`config.mk`:
```
export PLATFORM = sky130hd
export DESIGN_NAME = aes_text_out_serializer
export DESIGN_NICKNAME = d
export VERILOG_FILES = /design/src/rtl/aes_stream_pkg.sv /design/src/rtl/aes_blk_fifo.sv /design/src/rtl/aes_text_out_serializer.sv
export SDC_FILE = /design/constraint.sdc
export NUM_CORES = 1
export LEC_CHECK = 0
export ABC_AREA = 1
export CORE_ASPECT_RATIO = 1.5
export CORE_UTILIZATION = 54
export CTS_CLUSTER_DIAMETER = 100
export DETAILED_ROUTE_END_ITERATION = 8
export PLACE_DENSITY = 0.77
export REMOVE_ABC_BUFFERS = 1
export SLEW_MARGIN = 20
export SYNTH_ARGS = -nofsm -noshare
export SYNTH_HDL_FRONTEND = slang
export SYNTH_HIERARCHICAL = 1
export SYNTH_SLANG_ARGS = --single-unit
```
`constraint.sdc`:
```
create_clock -name clk -period 8.2 [get_ports clk]
set_input_delay 1.23 -clock clk [delete_from_list [all_inputs] [get_ports clk]]
set_output_delay 1.23 -clock clk [all_outputs]
set_load 0.02 [all_outputs]
```
`src/rtl/aes_stream_pkg.sv`:
```
// aes_stream_pkg: shared block width, words-per-block helper and serializer FSM state type
package aes_stream_pkg;
  localparam int AES_BLK_W = 128;
  typedef enum logic [0:0] {ST_IDLE, ST_SEND} ser_state_t;
  function automatic int words_per_blk(input int w);
    return AES_BLK_W / w;
  endfunction
endpackage

```
`src/rtl/aes_blk_fifo.sv`:
```
// aes_blk_fifo: DEPTH x 128-bit block buffer with same-cycle push+pop (sync active-low rst)
module aes_blk_fifo
  import aes_stream_pkg::*;
#(
  parameter int DEPTH = 2
) (
  input  logic                 clk,
  input  logic                 rst,
  input  logic                 push,
  input  logic                 pop,
  input  logic [AES_BLK_W-1:0] din,
  output logic [AES_BLK_W-1:0] dout,
  output logic                 full,
  output logic                 empty,
  output logic                 one
);
  localparam int PW = DEPTH > 1 ? $clog2(DEPTH) : 1;
  localparam int CW = $clog2(DEPTH + 1);
  logic [AES_BLK_W-1:0] mem [DEPTH];
  logic [PW-1:0] head, tail;
  logic [CW-1:0] cnt;
  function automatic logic [PW-1:0] nxt(input logic [PW-1:0] p);
    return p == PW'(DEPTH - 1) ? '0 : p + 1'b1;
  endfunction
  always_ff @(posedge clk) begin
    if (!rst) begin
      head <= '0;
      tail <= '0;
      cnt  <= '0;
    end else begin
      if (push) tail <= nxt(tail);
      if (pop) head <= nxt(head);
      cnt <= cnt + CW'(push) - CW'(pop);
    end
  end
  always_ff @(posedge clk) if (push) mem[tail] <= din;
  assign dout  = mem[head];
  assign full  = cnt == CW'(DEPTH);
  assign empty = cnt == '0;
  assign one   = cnt == CW'(1);
endmodule

```
`src/rtl/aes_text_out_serializer.sv`:
```
// aes_text_out_serializer: buffers AES text_out blocks on done_i and streams them MSB word first
// ports: clk, rst (sync active-low), done_i/text_out_i in; out_valid/out_ready/out_data/out_last
// stream; ovf_o sticky drop flag; out_par (even parity) only when AES_OUT_PARITY_EN is defined
module aes_text_out_serializer
  import aes_stream_pkg::*;
#(
  parameter int WORD_W = 32,
  parameter int DEPTH  = 2
) (
  input  logic                 clk,
  input  logic                 rst,
  input  logic                 done_i,
  input  logic [AES_BLK_W-1:0] text_out_i,
  output logic                 out_valid,
  input  logic                 out_ready,
  output logic [WORD_W-1:0]    out_data,
  output logic                 out_last,
`ifdef AES_OUT_PARITY_EN
  output logic                 out_par,
`endif
  output logic                 ovf_o
);
  localparam int N  = words_per_blk(WORD_W);
  localparam int IW = $clog2(N);
  ser_state_t state;
  logic [IW-1:0] idx;
  logic [AES_BLK_W-1:0] head, shifted;
  logic full, empty, one, hs, pop_blk, push;
  assign out_valid = state == ST_SEND;
  assign hs        = out_valid & out_ready;
  assign out_last  = out_valid & (idx == IW'(N - 1));
  assign pop_blk   = hs & out_last;
  assign push      = done_i & (!full | pop_blk);
  assign shifted   = head << (idx * WORD_W);
  assign out_data  = out_valid ? shifted[AES_BLK_W-1 -: WORD_W] : '0;
`ifdef AES_OUT_PARITY_EN
  assign out_par = ^out_data;
`endif
  aes_blk_fifo #(.DEPTH(DEPTH)) u_fifo (
    .clk  (clk),
    .rst  (rst),
    .push (push),
    .pop  (pop_blk),
    .din  (text_out_i),
    .dout (head),
    .full (full),
    .empty(empty),
    .one  (one)
  );
  always_ff @(posedge clk) begin
    if (!rst) begin
      state <= ST_IDLE;
      idx   <= '0;
      ovf_o <= 1'b0;
    end else begin
      if (hs) idx <= out_last ? '0 : idx + 1'b1;
      if (done_i & full & !pop_blk) ovf_o <= 1'b1;
      state <= state == ST_IDLE ? ((push | !empty) ? ST_SEND : ST_IDLE)
                                : ((pop_blk & one & !push) ? ST_IDLE : ST_SEND);
    end
  end
endmodule

```
==> impl_metrics.yaml, run 1 <==
yosys:
  synth_most_common_cell: "edfxtp_1"
  synth_top_area_share_pct: 68.9
  ys_types: 17
  async_flop_share_pct: 0
  synth_flop_cell: "edfxtp_1"
  synth_edf_count: 256
  syn_area_per_cell_um2: 13.9
  ys_seq_area_share_pct: 70.5
  synth_cells: 805
  yosys_warnings: 6
  synth_area_mm2: 0.0112
  synthTopCellsByCount: "edfxtp_1 (256), nand2_1 (207), mux2_2 (128), inv_1 (78), a21oi_1 (37)"
  synth.ff_latch_count: 265
  synth_top_cell_by_area: "edfxtp_1"
  ys_top_cells_by_area: "edfxtp_1 (69%), mux2_2 (13%), nand2_1 (7.0%)"
worst_hold_path:
  hold_class: "register to register"
global_routing:
  grt_pass1_wl_um: 34300
  grt_pass1_vias: 6637
  grt_max_degree: 72
  antenna_found_initial: 3
  gr-total-overflow: 0
  grt_usage_pct: 20.9
route:
  wire_per_inst_um: 17.7
  dr_total_vias: 6501
  ant_nets: 0
  wl_um: 22200
  drc_errors: 0
  first_pass_iters: 4
  viasPerCell: 5.18
  drtIter0Drc: 437
clock_network:
  holdBufCountCts: 0
  clk_path_buf_depth: 3
  htree_levels: 1
  cts_tree: "built"
  cts.sinks: 265
  clk_latency_ps: 510
  post_cts_buffers: 0
  path_clk_slew_ps: 60
  cts_root_buffer: "clkbuf_16"
  post_cts_resize_count: 0
  cts_buffers: 24
sta:
  tightest_slew_ps: 990
  clock-skew-final_ps: 14.4
  grt_setup_unrepaired: "no"
  slew_headroom_pct: 34.0
  min_period_ps: 4890
  fin_setup_tns_ps: 0
  clock.fmax_mhz: 204
  min_period_over_period_pct: 59.7
  finalHoldViolCount: 0
  finalSetupViolCount: 0
  slew_violations: 0
critical_path:
  crit_path_top_delay_cell: "dfxtp_4"
  path_cells: "buf_4 -> mux2_2 -> nand2_1 -> nand2_1 -> nand2_1 -> a21oi_1 -> clkdlybuf4s50_1"
  cpMostUsedCell: "nand2_1"
  cp-start-kind: "register"
  path_class: "register to output port"
  crit_arrival_ps: 3660
  endpoint_kind: "output port"
  worst_ep_required_time_ps: 6970
  path_max_fanout: 67
  slowest_delay_ps: 910
place:
  place_area_mm2: 0.0129
  place_inst: 1206
  dpl.hpwl_um: 12900
  routabilityCongestion: 0.786
  io_buffer_count: 166
floorplanning:
  die_area_mm2: 0.0213
  rows: 64
  fp.coreArea_mm2: 0.0203
  initial_utilization_pct: 54.9
  ios: 167
  die_h_um: 178
  die_width_um: 119
cells_and_area:
  drive_above_1_share_pct: 17.8
  final-instance-count-excl-fill: 1255
  fin_area_mm2: 0.0137
  syn2layout_area_growth_pct: 22.6
  nNetsFinal: 1103
power:
  p_total_mw: 3.04
  cellInternalPower_mw: 2.37
  seq_power_share_pct: 52.9
  leakage_nw: 5.08
  p_per_area_mw_per_mm2: 222
  clockPowerShare_pct: 35.4
  p_sw_share_pct: 22.2
  net-switching-power_uw: 676
  combPwrFrac_pct: 11.7
  irDropWorstVdd_mv: 0.198
job:
  cap_violations: 0
run_status:
  outcome: "complete, no violations"
## kinds of logic after synthesis
kind of cell / share of synthesized area, %
AO/OA/AOI/OAI: 1.70
flip-flops: 70.5
multiplexers: 12.9
buffers and inverters: 5.58
adder cells (fa/ha/maj): 0.336
AND/OR/NAND/NOR: 8.98
## state kept, by name, indices dropped and copies added (netlist names), named ones only
register     cells
ovf_o            1
u_fifo/cnt       2
out_valid        1
idx              2
u_fifo/mem     256
u_fifo/head      1
u_fifo/tail      1
## placed cells by master, fill, tap and decap left out
| cell type | instances |
|---|---|
| edfxtp_1 | 256 |
| a21oi_1 | 37 |
| clkinv_2 | 5 |
| dfxtp_1 | 6 |
| nand3_1 | 35 |
| dfxtp_4 | 1 |
| nor2_4 | 1 |
| clkinv_1 | 5 |
| o21ai_0 | 1 |
| nor2_1 | 9 |
| buf_4 | 9 |
| nand2_1 | 207 |
| dfxtp_2 | 2 |
| clkdlybuf4s50_1 | 166 |
| mux2_2 | 128 |
| diode_2 | 5 |
| clkbuf_16 | 26 |
| inv_2 | 1 |
| bufinv_16 | 1 |
| clkbuf_1 | 6 |
| clkbuf_8 | 1 |
| inv_1 | 77 |
| nand4_1 | 2 |
| inv_4 | 1 |
| ha_1 | 3 |
## power groups by stage
stage | clock network, mW | logic, mW | registers (mW)
2_1_floorplan | 0 | 0.179 | 1.66
3_5_place_dp | 0 | 0.359 | 1.64
6_report | 1.08 | 0.357 | 1.61
5_1_grt | 1.14 | 0.392 | 1.62
4_1_cts | 1.10 | 0.361 | 1.61
3_3_place_gp | 0 | 0.354 | 1.63
## path summary, 6_finish.rpt
kind                               start                 to  slack, ps  depth (start not counted)
worst max register to register    idx[0]  u_fifo/mem[1][88]       4450                          9
worst min register to register     ovf_o              ovf_o        480                          2
worst min-delay path               ovf_o              ovf_o        480                          2
worst max-delay path            register       out_data[16]       3310                          7
## through the flow
step	hold slack (ps)	setup WS [ps]	utilization, %
3_3_place_gp	446	3820	63.5
3_5_place_dp	469	3810	63.5
2_1_floorplan	466	131	-
5_1_grt	505	3090	67.3
6_report	475	3310	67.3
4_1_cts	480	3260	67.2
## metal layers
metal / part of all wire, % / up-vias / wire (µm) / track usage, %
met5: 0 / - / 0 / 0
met4: 2.2 / 0 / 486 / 8.49
met3: 4.2 / 34 / 930 / 1.85
met2: 54 / 180 / 12100 / 37.9
met1: 39 / 3145 / 8770 / 25.7
li1: - / 3142 / - / -
## layout make-up
cell class | instances | area, µm²
sequential | 265 | 7870
fill | 1511 | 6660
multi-input combinational | 423 | 2680
timing repair buffer | 175 | 1730
clock buffer | 33 | 687
tap | 264 | 330
inverter | 79 | 299
clock inverter | 11 | 73.8
antenna | 5 | 12.5
## critical path: cells and delay by family, from the launching register on
kind,cells,cell delay (ps)
compound gates,1,200
buf+inv,2,1460
flops,1,910
mux,1,300
simple gates,3,200
Note: power is estimated with default switching activity, not from simulation.
==> run 2: changes to the inputs <==
Settings changed: CORE_UTILIZATION 54 to 49, PLACE_DENSITY 0.77 to 0.73.
Clock period 8.2 ns to 4.1 ns, I/O delays scaled along.
==> run 2 against run 1 <==
Compared with the run above: the flow now finishes with violations (DRC); register-to-register slack lost 3300 ps; routed wire length grew 0.13%; core utilization shrank 4.8 points; die area grew 10%; clock power grew 140%; sequential share of layout area shrank 1.2 points; clock skew shrank 3.5 ps; global-route usage shrank 1.6 points; sequential power grew 100%; combinational power grew 100%; critical path type unchanged.
==> impl_metrics.yaml, run 2 (synthesis gave the netlist of run 1 again) <==
sta:
  finalHoldViolCount: 0
  slew_headroom_pct: 45.6
  finalSetupViolCount: 0
  slew_violations: 0
  clock-skew-final_ps: 10.9
  clock.fmax_mhz: 285
  tightest_slew_ps: 816
  timing.hold.ws_ps: 487
  grt_setup_unrepaired: "no"
  min_period_over_period_pct: 85.6
  setup_slack_ps: 588
  min_period_ps: 3510
  fin_setup_tns_ps: 0
clock_network:
  cts.sinks: 265
  path_clk_slew_ps: 60
  cts_tree: "built"
  cts_buffers: 26
  post_cts_resize_count: 0
  clk_path_buf_depth: 3
  cts_root_buffer: "clkbuf_16"
  clk_latency_ps: 530
  htree_levels: 1
  post_cts_buffers: 0
  holdBufCountCts: 0
cells_and_area:
  fin_util_pct: 62.5
  multi_input_area_mm2: 0.00268
  final_cell_mix: "edfxtp_1 (256), nand2_1 (207), clkdlybuf4s50_1 (166)"
  seq_area_mm2: 0.00787
  drive_above_1_share_pct: 18.9
  syn2layout_area_growth_pct: 25.3
  top_regs: "u_fifo/mem (256), idx (2), u_fifo/cnt (2)"
  nNetsFinal: 1107
  fin_area_mm2: 0.0140
  regMostFlops: "u_fifo/mem"
  largest_register_ffs: 256
  layout_commonest_cell: "edfxtp_1"
  nFillCells: 1672
  final-instance-count-excl-fill: 1270
power:
  cellInternalPower_mw: 5.13
  seq_power_share_pct: 49.2
  net-switching-power_mw: 1.42
  p_total_mw: 6.55
  combPwrFrac_pct: 11.1
  clockPowerShare_pct: 39.8
  leakage_nw: 5.20
  irDropWorstVdd_mv: 0.372
  p_sw_share_pct: 21.6
  p_per_area_mw_per_mm2: 468
place:
  place_inst: 1220
  post-place-ws_ps: 1100
  place_area_mm2: 0.0130
  routabilityCongestion: 0.736
  dpl.hpwl_um: 13200
  io_buffer_count: 166
critical_path:
  path_max_fanout: 52
  crit_arrival_ps: 2900
  cp-start-kind: "register"
  endpoint_kind: "output port"
  path_class: "register to output port"
  worst_ep_required_time_ps: 3480
floorplanning:
  ios: 167
  die_width_um: 125
  rows: 67
  die_area_mm2: 0.0234
  die_h_um: 187
  initial_utilization_pct: 49.9
  fp.coreArea_mm2: 0.0224
route:
  dr_total_vias: 6462
  drtIter0Drc: 380
  viasPerCell: 5.09
  first_pass_iters: 6
  ant_nets: 0
  wl_um: 22300
  drc_errors: 12
  wire_per_inst_um: 17.5
run_status:
  violations: "DRC"
  outcome: "finished, violations left"
global_routing:
  gr-total-overflow: 0
  grt_pass1_wl_um: 35000
  grt_usage_pct: 19.4
  grt_pass1_vias: 6717
  antenna_found_initial: 2
  grt_max_degree: 101
job:
  cap_violations: 0
worst_hold_path:
  hold_class: "register to register"
[run 2: changes by cell type in the layout (fill, tap and decap cells not counted), sizes merged]
cell / delta
clkbuf: -1
buf: +2
inv: -1
clkinv: -1
clkinvlp: +2
diode: -3
bufinv: +5
[run 2: critical path: stages, from the launching register on]
cell and delay, ps:
dfxtp_4 710, buf_12 350, mux2_2 210, nand2_1 50, nand2_1 100, nand2_1 60
a21oi_1 210, clkdlybuf4s50_1 660
[run 2: final timing paths]
check                           startpoint                 to  slack [ps]  cells past startpoint
worst min-delay path                 ovf_o              ovf_o         490                      2
worst max register to register      idx[0]  u_fifo/mem[1][78]        1150                      9
worst min register to register       ovf_o              ovf_o         490                      2
worst max-delay path              register       out_data[26]         590                      7
[run 2: final cells by class]
cell class	count	share of cell area (%)
Clock inverter	16	1.71
Tap cell	276	2.47
Antenna cell	2	0.0358
Multi-Input combinational cell	423	19.2
Inverter	79	2.14
Sequential cell	265	56.3
Timing Repair Buffer	177	13.1
Clock buffer	32	5.11
[run 2: power groups by stage]
stage,Combinational [mW],Sequential [mW],Clock (mW)
4_1_cts,0.739,3.22,2.66
3_3_place_gp,0.726,3.27,0
6_report,0.726,3.22,2.60
5_1_grt,0.797,3.23,2.76
3_5_place_dp,0.733,3.28,0
2_1_floorplan,0.358,3.31,0
[run 2: per-layer routing]
| layer | up-vias | track usage [%] | wire length, µm |
|---|---|---|---|
| met5 | - | 0 | 0 |
| met4 | 0 | 8.72 | 775 |
| met3 | 49 | 3.23 | 1200 |
| met2 | 161 | 34.2 | 11600 |
| met1 | 3117 | 23.2 | 8690 |
| li1 | 3135 | - | - |
==> run 3: changes to the inputs <==
Settings changed: CORE_MARGIN set to 1.5.
==> run 3 against run 2 <==
Compared with the run above: the flow now finishes without violations; maximum frequency increased by 3.2%; clock-buffer cell count fell by 5; sequential cell count unchanged; worst setup slack improved by 110 ps; via count decreased by 0.20%; power decreased by 8.6%; clock skew fell by 4.1 ps; non-clock buffer count shrank 1; global-route usage shrank 0.47 points; first-iteration DRC count shrank 0.26%; routed wire length shrank 0.91%; sequential share of layout area is 1.1 points higher; critical path type unchanged; largest cell class unchanged.
==> impl_metrics.yaml, run 3 (synthesis gave the netlist of run 1 again) <==
run_status:
  outcome: "complete, no violations"
power:
  cellInternalPower_mw: 4.62
  net-switching-power_mw: 1.37
  irDropWorstVdd_mv: 0.341
  p_sw_share_pct: 22.8
  clockPowerShare_pct: 34.0
  p_per_area_mw_per_mm2: 436
  combPwrFrac_pct: 12.1
  seq_power_share_pct: 53.9
  p_total_mw: 5.99
  leakage_nw: 5.08
clock_network:
  cts_buffers: 25
  cts.sinks: 265
  cts_root_buffer: "clkbuf_16"
  holdBufCountCts: 0
  post_cts_resize_count: 0
  post_cts_buffers: 0
  path_clk_slew_ps: 70
  cts_tree: "built"
  clk_path_buf_depth: 3
  htree_levels: 1
  clk_latency_ps: 510
critical_path:
  path_max_fanout: 41
  slowest_delay_ps: 630
  rr_worst_depth: 9
  crit_arrival_ps: 2790
  cp-start-kind: "register"
  worst_ep_required_time_ps: 3480
  path_cells: "inv_2 -> buf_12 -> nand2_1 -> nand3_1 -> a21oi_1 -> clkdlybuf4s50_1"
  endpoint_kind: "output port"
  crit_path_top_delay_cell: "dfxtp_2"
  cp-endpoint: "out_data[19]"
  reg2reg_from: "idx[1]"
  r2r_setup_slack_ps: 1200
  r2r-end: "u_fifo/mem[1][10]"
  path_class: "register to output port"
  startpoint: "idx[0]"
sta:
  setup_slack_ps: 697
  fin_setup_tns_ps: 0
  min_period_over_period_pct: 83.0
  tightest_slew_ps: 828
  clock-skew-final_ps: 6.88
  slew_violations: 0
  min_period_ps: 3400
  finalSetupViolCount: 0
  slew_headroom_pct: 44.7
  finalHoldViolCount: 0
  grt_setup_unrepaired: "no"
  timing.hold.ws_ps: 478
  clock.fmax_mhz: 294
floorplanning:
  initial_utilization_pct: 49.9
  rows: 67
  ios: 167
  die_area_mm2: 0.0237
  die_h_um: 188
  fp.coreArea_mm2: 0.0224
  die_width_um: 126
place:
  routabilityCongestion: 0.793
  place_inst: 1219
  io_buffer_count: 166
  post-place-ws_ps: 1170
  dpl.hpwl_um: 13700
  place_area_mm2: 0.0130
cells_and_area:
  nNetsFinal: 1105
  top_regs: "u_fifo/mem (256), idx (2), u_fifo/cnt (2)"
  fin_util_pct: 61.3
  regMostFlops: "u_fifo/mem"
  largest_register_ffs: 256
  final-instance-count-excl-fill: 1263
  fin_area_mm2: 0.0137
  drive_above_1_share_pct: 18.1
  final_cell_mix: "edfxtp_1 (256), nand2_1 (207), clkdlybuf4s50_1 (166)"
  nFillCells: 1711
  syn2layout_area_growth_pct: 23.0
  layout_commonest_cell: "edfxtp_1"
global_routing:
  grt_pass1_wl_um: 34700
  grt_pass1_vias: 6726
  grt_max_degree: 83
  antenna_found_initial: 2
  grt_usage_pct: 18.9
  gr-total-overflow: 0
route:
  first_pass_iters: 4
  wl_um: 22100
  wire_per_inst_um: 17.5
  ant_nets: 0
  viasPerCell: 5.11
  dr_total_vias: 6449
  drtIter0Drc: 379
  drc_errors: 0
job:
  cap_violations: 0
worst_hold_path:
  hold_class: "register to register"
## run 3: cell count changes in the layout (fill, tap and decap cells not counted)
cell / delta
bufinv_16: -6
clkinv_1: +3
clkbuf_16: -2
clkbuf_8: -2
clkinv_2: +2
buf_12: -1
clkbuf_1: -1
clkinv_4: -1
inv_2: +1
inv_4: -1
inv_6: +1
## run 3: routing by layer
layer	GRT usage [%]	part of all wire, %	vias to the layer above
li1	-	-	3132
met1	22.9	41	3090
met2	33.8	52	176
met3	2.37	4.0	51
met4	8.13	3.9	0
met5	0	0	-
## run 3: how the worst min path moves through the flow
stage,start,endpoint,slack [ps],cells after the start
2_1_floorplan,u_fifo/head,register,470,2
3_3_place_gp,ovf_o,ovf_o,450,2
3_5_place_dp,ovf_o,ovf_o,460,2
4_1_cts,ovf_o,ovf_o,480,2
5_1_grt,ovf_o,ovf_o,510,2
6_report,ovf_o,ovf_o,480,2
## run 3: power by group through the flow
stage	Combinational [mW]	Clock, mW	Sequential [mW]
5_1_grt	0.794	2.19	3.24
2_1_floorplan	0.358	0	3.31
3_3_place_gp	0.724	0	3.27
3_5_place_dp	0.731	0	3.28
6_report	0.725	2.04	3.22
4_1_cts	0.735	2.09	3.23
## run 3: worst max-delay path, delay by kind of cell, from the launching register on
kind / cells / cell delay (ps)
AND/OR/NAND/NOR: 2 / 170
buffers and inverters: 3 / 1250
AO/OA/AOI/OAI: 1 / 210
flip-flops: 1 / 630
## run 3: layout make-up
type                       count  area (µm²)  area share (%)
antenna                        2        5.00          0.0365
clock buffer                  27         633            4.61
multi-input combinational    423        2680            19.5
timing repair buffer         176        1810            13.2
sequential                   265        7870            57.4
tap                          276         345            2.52
inverter                      79         302            2.20
clock inverter                15        75.1           0.547
